**config.mk**
```make
export PLATFORM = sky130hd
export DESIGN_NAME = fifo_rd_stream_adapter
export DESIGN_NICKNAME = d
export VERILOG_FILES = /design/src/rtl/fifo_rd_stream_adapter.sv
export SDC_FILE = /design/constraint.sdc
export NUM_CORES = 1
export LEC_CHECK = 0
export ABC_AREA = 1
export ABC_CLOCK_PERIOD_IN_PS = 1850
export CORE_MARGIN = 10
export CORE_UTILIZATION = 51
export DETAILED_ROUTE_END_ITERATION = 12
export PLACE_DENSITY = 0.85
export SLEW_MARGIN = 5
export SYNTH_ARGS = -nofsm -noshare
export SYNTH_HDL_FRONTEND = slang
export SYNTH_SLANG_ARGS = --single-unit
```
**constraint.sdc**
```tcl
create_clock -name clk -period 1.85 [get_ports clk]
set_input_delay 0.2775 -clock clk [delete_from_list [all_inputs] [get_ports clk]]
set_output_delay 0.2775 -clock clk [all_outputs]
set_load 0.02 [all_outputs]
```
**src/rtl/fifo_rd_stream_adapter.sv**
```systemverilog
// Drain stage for sync_fifo: credit-based read issue plus a 2-entry
// skid buffer feeding a valid/ready stream, with a delivered-word count.
module fifo_rd_stream_adapter #(
  parameter int DATA_WIDTH = 8,
  parameter int CNT_WIDTH  = 16
) (
  input  logic                  clk,
  input  logic                  rstn,
  input  logic                  clr,
  input  logic                  fifo_empty,
  input  logic [DATA_WIDTH-1:0] fifo_dout,
  output logic                  fifo_rd_en,
  output logic                  m_valid,
  input  logic                  m_ready,
  output logic [DATA_WIDTH-1:0] m_data,
  output logic [CNT_WIDTH-1:0]  word_cnt
);

  logic [DATA_WIDTH-1:0] mem [2];
  logic                  head_q;
  logic [1:0]            buf_cnt;
  logic                  inflight_q;
  logic                  pop;
  logic                  tail;
  logic [1:0]            cnt_nxt;

  assign m_valid = (buf_cnt != 2'd0);
  assign m_data  = mem[head_q];
  assign pop     = m_valid && m_ready;

  // Tail is the slot after head when one word is held, else head itself.
  assign tail    = head_q ^ (buf_cnt == 2'd1);
  assign cnt_nxt = buf_cnt + {1'b0, inflight_q} - {1'b0, pop};

  // A read is issued only if its word is guaranteed a slot on landing.
  assign fifo_rd_en = rstn && !clr && !fifo_empty
                   && (cnt_nxt < 2'd2);

  always_ff @(posedge clk or negedge rstn) begin
    if (!rstn) begin
      mem[0]     <= '0;
      mem[1]     <= '0;
      head_q     <= 1'b0;
      buf_cnt    <= 2'd0;
      inflight_q <= 1'b0;
      word_cnt   <= '0;
    end else if (clr) begin
      head_q     <= 1'b0;
      buf_cnt    <= 2'd0;
      inflight_q <= 1'b0;
      word_cnt   <= '0;
    end else begin
      inflight_q <= fifo_rd_en;
      buf_cnt    <= cnt_nxt;
      if (pop) begin
        head_q   <= ~head_q;
        word_cnt <= word_cnt + CNT_WIDTH'(1);
      end
      if (inflight_q) begin
        mem[tail] <= fifo_dout;
      end
    end
  end

endmodule
```
==> parameters.txt, run 1 <==
Parameter                              Value

CTS
  CTS tree ... built
  Clock Latency Late Sink ... around 0.29 ns
  Clock transition at the registers of the reported paths ... 0.07 ns
  TritonCTS buffer count ... 5
  Clk Tree Root Cell ... sky130_fd_sc_hd__clkbuf_8
  Level count of the clock H-tree ... 2
  Max clock buf depth ... 2
  CTS sink cnt ... 36
  CTS hold repair buffers ... 0

GRT
  Overflow left after global routing ... 0
  Number of antenna violations at the first check in global routing ... 0
  Global routing met1 resource utilization ... between 15 and 20%
  Met3 track demand over resource ... 4.04%
  Number of global-route vias before repair ... 1824
  Busiest grt layer ... met2
  Global-route wire length before repair ... 8.07 mm
  Global routing usage on met2 ... between 20% and 30%
  All-layer global routing usage ... 15.0%
  Maximum number of pins on one net before global-route repair ... 37

STA
  Worst setup skew after layout ... 0.00542 ns
  Normalized max-slew margin ... a little under 70%
  Hold_ws ... 0.485 ns
  Crit path time final ... 2.09 ns
  Worst-Margin Slew ... around 0.46 ns
  Fmax achieved ... 478 MHz
  Worst path setup slack after routing ... -0.241 ns
  Final Hold Vio Count ... 0
  Unrepaired setup endpoints after global routing ... yes
  Number of setup violations in the final report ... 1
  Final Max Slew Viols ... 0
  Final clock period utilization by the worst path ... 113%

Critical path
  Critical-path maximum fanout ... 2
  Crit-path most repeated cell ... sky130_fd_sc_hd__nor2_4
  Largest stage delay on the critical path ... 0.41 ns
  Crit path max-delay cell type ... sky130_fd_sc_hd__dfrtp_1
  Crit. End Element ... output port
  Critical R2R Launch ... buf_cnt[1]
  Worst setup path category ... flop to output port
  Data arrival time of the critical path ... between 1.5 and 2 ns
  CP cell instances ... nor2_4 > nor2_4 > ha_4 > inv_2 > ha_4 > xor2_4 > inv_2 > nor2_4 > buf_6
  Minimum setup slack among reg-to-reg paths ... 0.07 ns
  Sort of element at the start of the critical path ... flop
  Number of cells on the worst reg-to-reg path ... 10
  Crit path required time ... between 1.5 and 2 ns
  Crit Reg-Reg Endpoint ... buf_cnt[1]

Flow run
  Max-Cap Viols ... 0

Synth
  Adder and majority cell fraction of the synthesized area ... under 10%
  Largest family of logic cells by synthesized area ... simple AND/OR/NAND/NOR gates
  Cell types with the largest area share after synthesis ... sky130_fd_sc_hd__dfrtp_1, sky130_fd_sc_hd__nand2_1, sky130_fd_sc_hd__inv_1
  Post-synth design cell area ... 0.00195 mm^2
  Simple-gate share of the synthesized area ... 33.9%
  Part of the Yosys area used for sequential elements ... between 40% and 50%
  Post-Synth XOR/XNOR Area ... 1.35%
  Cell taking the most area after synthesis ... sky130_fd_sc_hd__dfrtp_1
  Share of synthesized area spent on multiplexers ... 0%
  Share of the synthesized area in compound gates (AO/OA/AOI/OAI) ... 8.79%
  Cells after synthesis ... around 250
  Flip-flop and latch count after synthesis ... 36
  Synth unique cells ... 25
  Number of warning messages in the yosys log ... 0
  Portion of synthesized cell area occupied by the leading cell type ... 46.2%
  Avg Cell Area, Syn ... 7.83 um^2
  Synthesized Nets ... 265

Status
  Outcome ... finished with violations
  Violated checks ... setup timing

Die
  Initial Util ... between 50 and 60%
  Height of the die ... 81.8 um
  Core Rows ... 22
  Top Ports ... 39
  Width of the die ... 81.8 um
  Full die area ... between 0.006 and 0.007 mm^2
  Core area ... around 0.0037 mm^2

Placement
  Cell Area, Placed ... 0.00244 mm^2
  Worst setup slack after placement ... -0.815 ns
  IO buf count ... 38
  Routability cong. ... roughly 0.80
  Detailed placer's ending HPWL ... about 3.2 mm

Cells and area
  Area taken by multi-input logic gates ... 960 um^2
  Total of fill cells in the finished design ... 300
  Sequential cell area ... ~900 um^2
  Count of nets after finishing ... 322
  Layout cell share with drive strength beyond 1 ... 20.8%
  Area growth syn-to-layout ... 36.2%
  Diode insertion count for antenna repair ... 0
  Commonest cells after routing, fill and taps aside ... sky130_fd_sc_hd__nand2_1, sky130_fd_sc_hd__dfrtp_1, sky130_fd_sc_hd__clkdlybuf4s50_1
  Post-Layout Inst Area ... approximately 0.0027 mm^2
  Most frequent standard cell in the layout excluding fill and tap cells ... sky130_fd_sc_hd__nand2_1

Min path
  Number of cells on the worst hold path ... 2
  Worst hold path endpoint ... mem[13]
  Worst min path class ... flop to flop
  Worst hold start ... mem[13]

Power
  P_int ... 0.00219 W
  P_sw ... 0.00131 W
  Switching part of the total power ... 37.4%
  Maximum vdd drop ... 0.864 mV
  Seq pwr share ... 32.0%
  Lkg Pwr ... 1.30 nW
  Combinational power share ... 46.7%
  Pwr Density ... 1320 mW/mm^2
  Proportion of power drawn by the clock network ... a little over a fifth

Drt
  DRC violation count after routing ... 0
  TritonRoute pass-1 iters ... 5
  DR iter-0 viols ... 107
  Post-detailed-route count of antenna-violating nets ... 0
  Final Routed Wirelength ... 4.90 mm
  Post-DR wirelength/cell ... 13.8 um
  Drt via density ... 5.05
  Via Count ... 1792
registers in the layout (all words and copies together) (netlist names):
| name | flops |
|---|---|
| inflight_q | 1 |
| word_cnt | 16 |
| mem | 16 |
| buf_cnt | 2 |
| head_q | 1 |
cell families after synthesis:
kind of cell             Yosys count
flip-flops                        36
AO/OA/AOI/OAI                     27
AND/OR/NAND/NOR                  144
buffers and inverters             36
adder cells (fa/ha/maj)            3
XOR/XNOR                           3
per-layer routing:
layer / wire (um) / vias up
met1: 2010 / 835
met3: 304 / 11
met2: 2500 / 56
li1: - / 890
met4: 95 / 0
met5: 0 / -
stage by stage:
step                utilization (%)  std cells  power (W)  TNS (ns)
finish                         72.0        355    0.00350    -0.241
global route                   72.0        355    0.00372    -0.290
CTS                            71.0        352    0.00336    -0.254
detailed placement             66.0        340    0.00249    -0.840
global placement               66.0        340    0.00244    -0.742
floorplan                         -        249    0.00192         0
worst max-delay path: cells and delay by family (launching register included):
| family | cells | cell delay [ns] |
|---|---|---|
| adders and majority gates | 2 | 0.41 |
| and+or+nand+nor | 3 | 0.29 |
| DFF | 1 | 0.41 |
| buffers and inverters | 3 | 0.23 |
| xor gates and xnor gates | 1 | 0.19 |
worst max path at each step:
stage / start / to / slack, ns / depth (start not counted)
finish: buf_cnt[1] / fifo_rd_en / -0.24 / 9
global route: buf_cnt[1] / fifo_rd_en / -0.29 / 9
CTS: buf_cnt[0] / fifo_rd_en / -0.25 / 9
detailed placement: m_ready / fifo_rd_en / -0.81 / 10
global placement: m_ready / fifo_rd_en / -0.74 / 10
floorplan: buf_cnt[1] / fifo_rd_en / 0.03 / 8
cells in the mapped netlist (all sizes together):
master	instances
ha	3
o21bai	1
nor3b	1
buf	5
or2	1
inv	31
xnor2	1
nor3	1
nor2	34
o21ai	21
a21oi	5
nand4	5
nand3	14
nand2	88
dfrtp	36
xor2	2
repair_timing:
action / in CTS / in global routing
gates resized for setup: 25 / 4
pin swaps: 4 / 3
buffers inserted: 4 / 3
setup endpoints to repair: 9 / 2
final cells by class:
| cell class | count | area share [%] |
|---|---|---|
| Multi-Input combinational cell | 177 | 36.1 |
| Sequential cell | 36 | 33.9 |
| Timing Repair Buffer | 55 | 18.6 |
| Inverter | 31 | 4.38 |
| Clock buffer | 7 | 3.63 |
| Tap cell | 48 | 2.26 |
| Clock inverter | 1 | 1.13 |
power groups by stage:
stage	clock, W	sequential (W)	combinational [W]
5_1_grt	0.000802	0.00115	0.00177
3_5_place_dp	0	0.00112	0.00137
2_1_floorplan	0	0.00112	0.000803
6_report	0.000746	0.00112	0.00164
4_1_cts	0.000762	0.00111	0.00149
3_3_place_gp	0	0.00111	0.00134
Power figures use the tool's default switching activity.
==> run 2, diff against run 1 <==
--- a/config.mk
+++ b/config.mk
@@ -7,9 +7,11 @@
 export LEC_CHECK = 0
 export ABC_AREA = 1
 export ABC_CLOCK_PERIOD_IN_PS = 1850
+export CAP_MARGIN = 10
 export CORE_MARGIN = 10
 export CORE_UTILIZATION = 51
 export DETAILED_ROUTE_END_ITERATION = 12
+export GPL_ROUTABILITY_DRIVEN = 0
 export PLACE_DENSITY = 0.85
 export SLEW_MARGIN = 5
 export SYNTH_ARGS = -nofsm -noshare
==> results of run 2 <==
Same layout as run 1: the final DEF is identical, and so are final timing and power.
==> run 3, diff against run 2 <==
--- a/config.mk
+++ b/config.mk
@@ -8,7 +8,6 @@
 export ABC_AREA = 1
 export ABC_CLOCK_PERIOD_IN_PS = 1850
 export CAP_MARGIN = 10
-export CORE_MARGIN = 10
 export CORE_UTILIZATION = 51
 export DETAILED_ROUTE_END_ITERATION = 12
 export GPL_ROUTABILITY_DRIVEN = 0
==> parameters.txt, run 3 (same netlist as run 1, synthesis figures left out) <==
Parameter                              Value

STA
  Normalized max-slew margin ... 69.3%
  Final clock period utilization by the worst path ... 113%
  Crit path time final ... 2.08 ns
  Worst path setup slack after routing ... -0.233 ns
  Fmax achieved ... 480 MHz
  Worst-Margin Slew ... 0.460 ns
  Final Max Slew Viols ... 0
  Final Hold Vio Count ... 0
  Unrepaired setup endpoints after global routing ... yes
  Number of setup violations in the final report ... 1
  Worst setup skew after layout ... 0.00402 ns

CTS
  Clk Tree Root Cell ... sky130_fd_sc_hd__clkbuf_8
  CTS sink cnt ... 36
  Clock transition at the registers of the reported paths ... 0.07 ns
  Level count of the clock H-tree ... 2
  CTS tree ... built
  Max clock buf depth ... 2
  CTS hold repair buffers ... 0
  Clock Latency Late Sink ... 0.29 ns
  TritonCTS buffer count ... 5

Die
  Height of the die ... 63.8 um
  Width of the die ... 63.8 um
  Top Ports ... 39
  Core area ... between 0.003 and 0.004 mm^2
  Initial Util ... 53.3%
  Core Rows ... 22
  Full die area ... ~0.0041 mm^2

Critical path
  Crit Reg-Reg Endpoint ... mem[1]
  Worst setup path category ... flop to output port
  Minimum setup slack among reg-to-reg paths ... 0.30 ns
  Number of cells on the worst reg-to-reg path ... 8
  Data arrival time of the critical path ... between 1.5 and 2 ns
  Sort of element at the start of the critical path ... flop
  Crit. End Element ... output port
  Critical R2R Launch ... buf_cnt[1]
  Crit path required time ... approximately 1.6 ns
  Critical-path maximum fanout ... 2

Min path
  Worst hold start ... mem[15]
  Worst hold path endpoint ... mem[15]
  Number of cells on the worst hold path ... 2
  Worst min path class ... flop to flop

Placement
  Instance count after placement with tap cells included ... approximately 340
  Detailed placer's ending HPWL ... about 2.8 mm
  IO buf count ... 38

GRT
  Number of global-route vias before repair ... around 1600
  Overflow left after global routing ... 0
  Global-route wire length before repair ... roughly 7 mm
  Number of antenna violations at the first check in global routing ... 0
  Maximum number of pins on one net before global-route repair ... 37
  All-layer global routing usage ... 22.7%
  Global routing met1 resource utilization ... 27.0%
  Busiest grt layer ... met2
  Met3 track demand over resource ... 6.61%
  Global routing usage on met2 ... 38.3%

Drt
  Via Count ... ~1700
  DR iter-0 viols ... 129
  Final Routed Wirelength ... 4.18 mm
  Post-detailed-route count of antenna-violating nets ... 0
  DRC violation count after routing ... 1
  Post-DR wirelength/cell ... 12.0 um
  TritonRoute pass-1 iters ... 8
  Drt via density ... 4.97

Cells and area
  Commonest cells after routing, fill and taps aside ... sky130_fd_sc_hd__nand2_1, sky130_fd_sc_hd__dfrtp_1, sky130_fd_sc_hd__clkdlybuf4s50_1
  Total of fill cells in the finished design ... 297
  Regs by FF count ... mem (16), word_cnt (16), buf_cnt (2)
  Area growth syn-to-layout ... 32.4%
  Layout cell share with drive strength beyond 1 ... between 10% and 20%
  Diode insertion count for antenna repair ... 0
  Count of nets after finishing ... approximately 320
  Number of non-filler instances in the completed layout ... ~350
  Most frequent standard cell in the layout excluding fill and tap cells ... sky130_fd_sc_hd__nand2_1

Status
  Violated checks ... DRC, setup timing
  Outcome ... finished with violations

Power
  Pwr Density ... 1200 mW/mm^2
  Overall Power ... around 0.0031 W
  Maximum vdd drop ... 0.861 mV
  Lkg Pwr ... 1.26 nW

Flow run
  Max-Cap Viols ... 0
## run 3: how the worst max path moves through the flow
stage / startpoint / end / slack (ns) / cells past startpoint
final: buf_cnt[1] / fifo_rd_en / -0.23 / 9
after detailed placement: m_ready / fifo_rd_en / -0.79 / 10
after CTS: buf_cnt[0] / fifo_rd_en / -0.27 / 9
after floorplan: buf_cnt[1] / fifo_rd_en / 0.03 / 8
after global routing: buf_cnt[1] / fifo_rd_en / -0.33 / 9
after global placement: m_ready / fifo_rd_en / -0.73 / 10
## run 3: cell type report
class / instances / area, um^2 / share of cell area (%)
well taps: 48 / 60.1 / 2.33
inverters: 31 / 116 / 4.51
clock buffers: 6 / 82.6 / 3.20
flip-flops and latches: 36 / 901 / 34.9
repair buffers: 49 / 453 / 17.5
multi-input cells: 177 / 960 / 37.2
clock inverters: 2 / 10.0 / 0.388
## run 3: what timing repair did
action	4_1_cts	5_1_grt
buffers inserted	1	1
endpoints found under the hold margin	0	0
gates resized for setup	24	2
setup endpoints to repair	9	1
pin swaps	4	3
## run 3: power by group
part / internal [W] / leakage [nW] / switching, W / total [W]
combinational: 0.000592 / 0.726 / 0.000824 / 0.00142
sequential: 0.000991 / 0.483 / 0.000128 / 0.00112
clock: 0.000297 / 0.0510 / 0.000280 / 0.000576
total: 0.00188 / 1.26 / 0.00123 / 0.00311
## run 3: layer usage
metal | vias up | share of wire, % | wire length, um
met5 | - | 0 | 0
met4 | 0 | 1.6 | 68
met3 | 8 | 3.8 | 161
met2 | 38 | 51 | 2140
met1 | 809 | 43 | 1810
li1 | 878 | - | -
## run 3: stage by stage
step / hold WS, ns / setup TNS, ns / util, % / worst slack (ns) / area, um^2
global placement: 0.466 / -0.734 / 66.3 / -0.734 / 2430
finish: 0.492 / -0.233 / 70.5 / -0.233 / 2580
floorplan: -0.0181 / 0 / - / 0.0294 / 1960
global route: 0.514 / -0.393 / 70.5 / -0.333 / 2580
detailed placement: 0.470 / -0.801 / 66.3 / -0.794 / 2430
CTS: 0.487 / -0.272 / 69.8 / -0.272 / 2560
## run 3: critical path, cell delays in order (launching register included)
cell and delay, ns:
sky130_fd_sc_hd__dfrtp_1 0.42, sky130_fd_sc_hd__nor2_4 0.16, sky130_fd_sc_hd__nor2_4 0.05, sky130_fd_sc_hd__ha_4 0.25, sky130_fd_sc_hd__inv_2 0.04, sky130_fd_sc_hd__ha_4 0.16, sky130_fd_sc_hd__xor2_4 0.17, sky130_fd_sc_hd__inv_2 0.07
sky130_fd_sc_hd__nor2_4 0.08, sky130_fd_sc_hd__buf_6 0.12
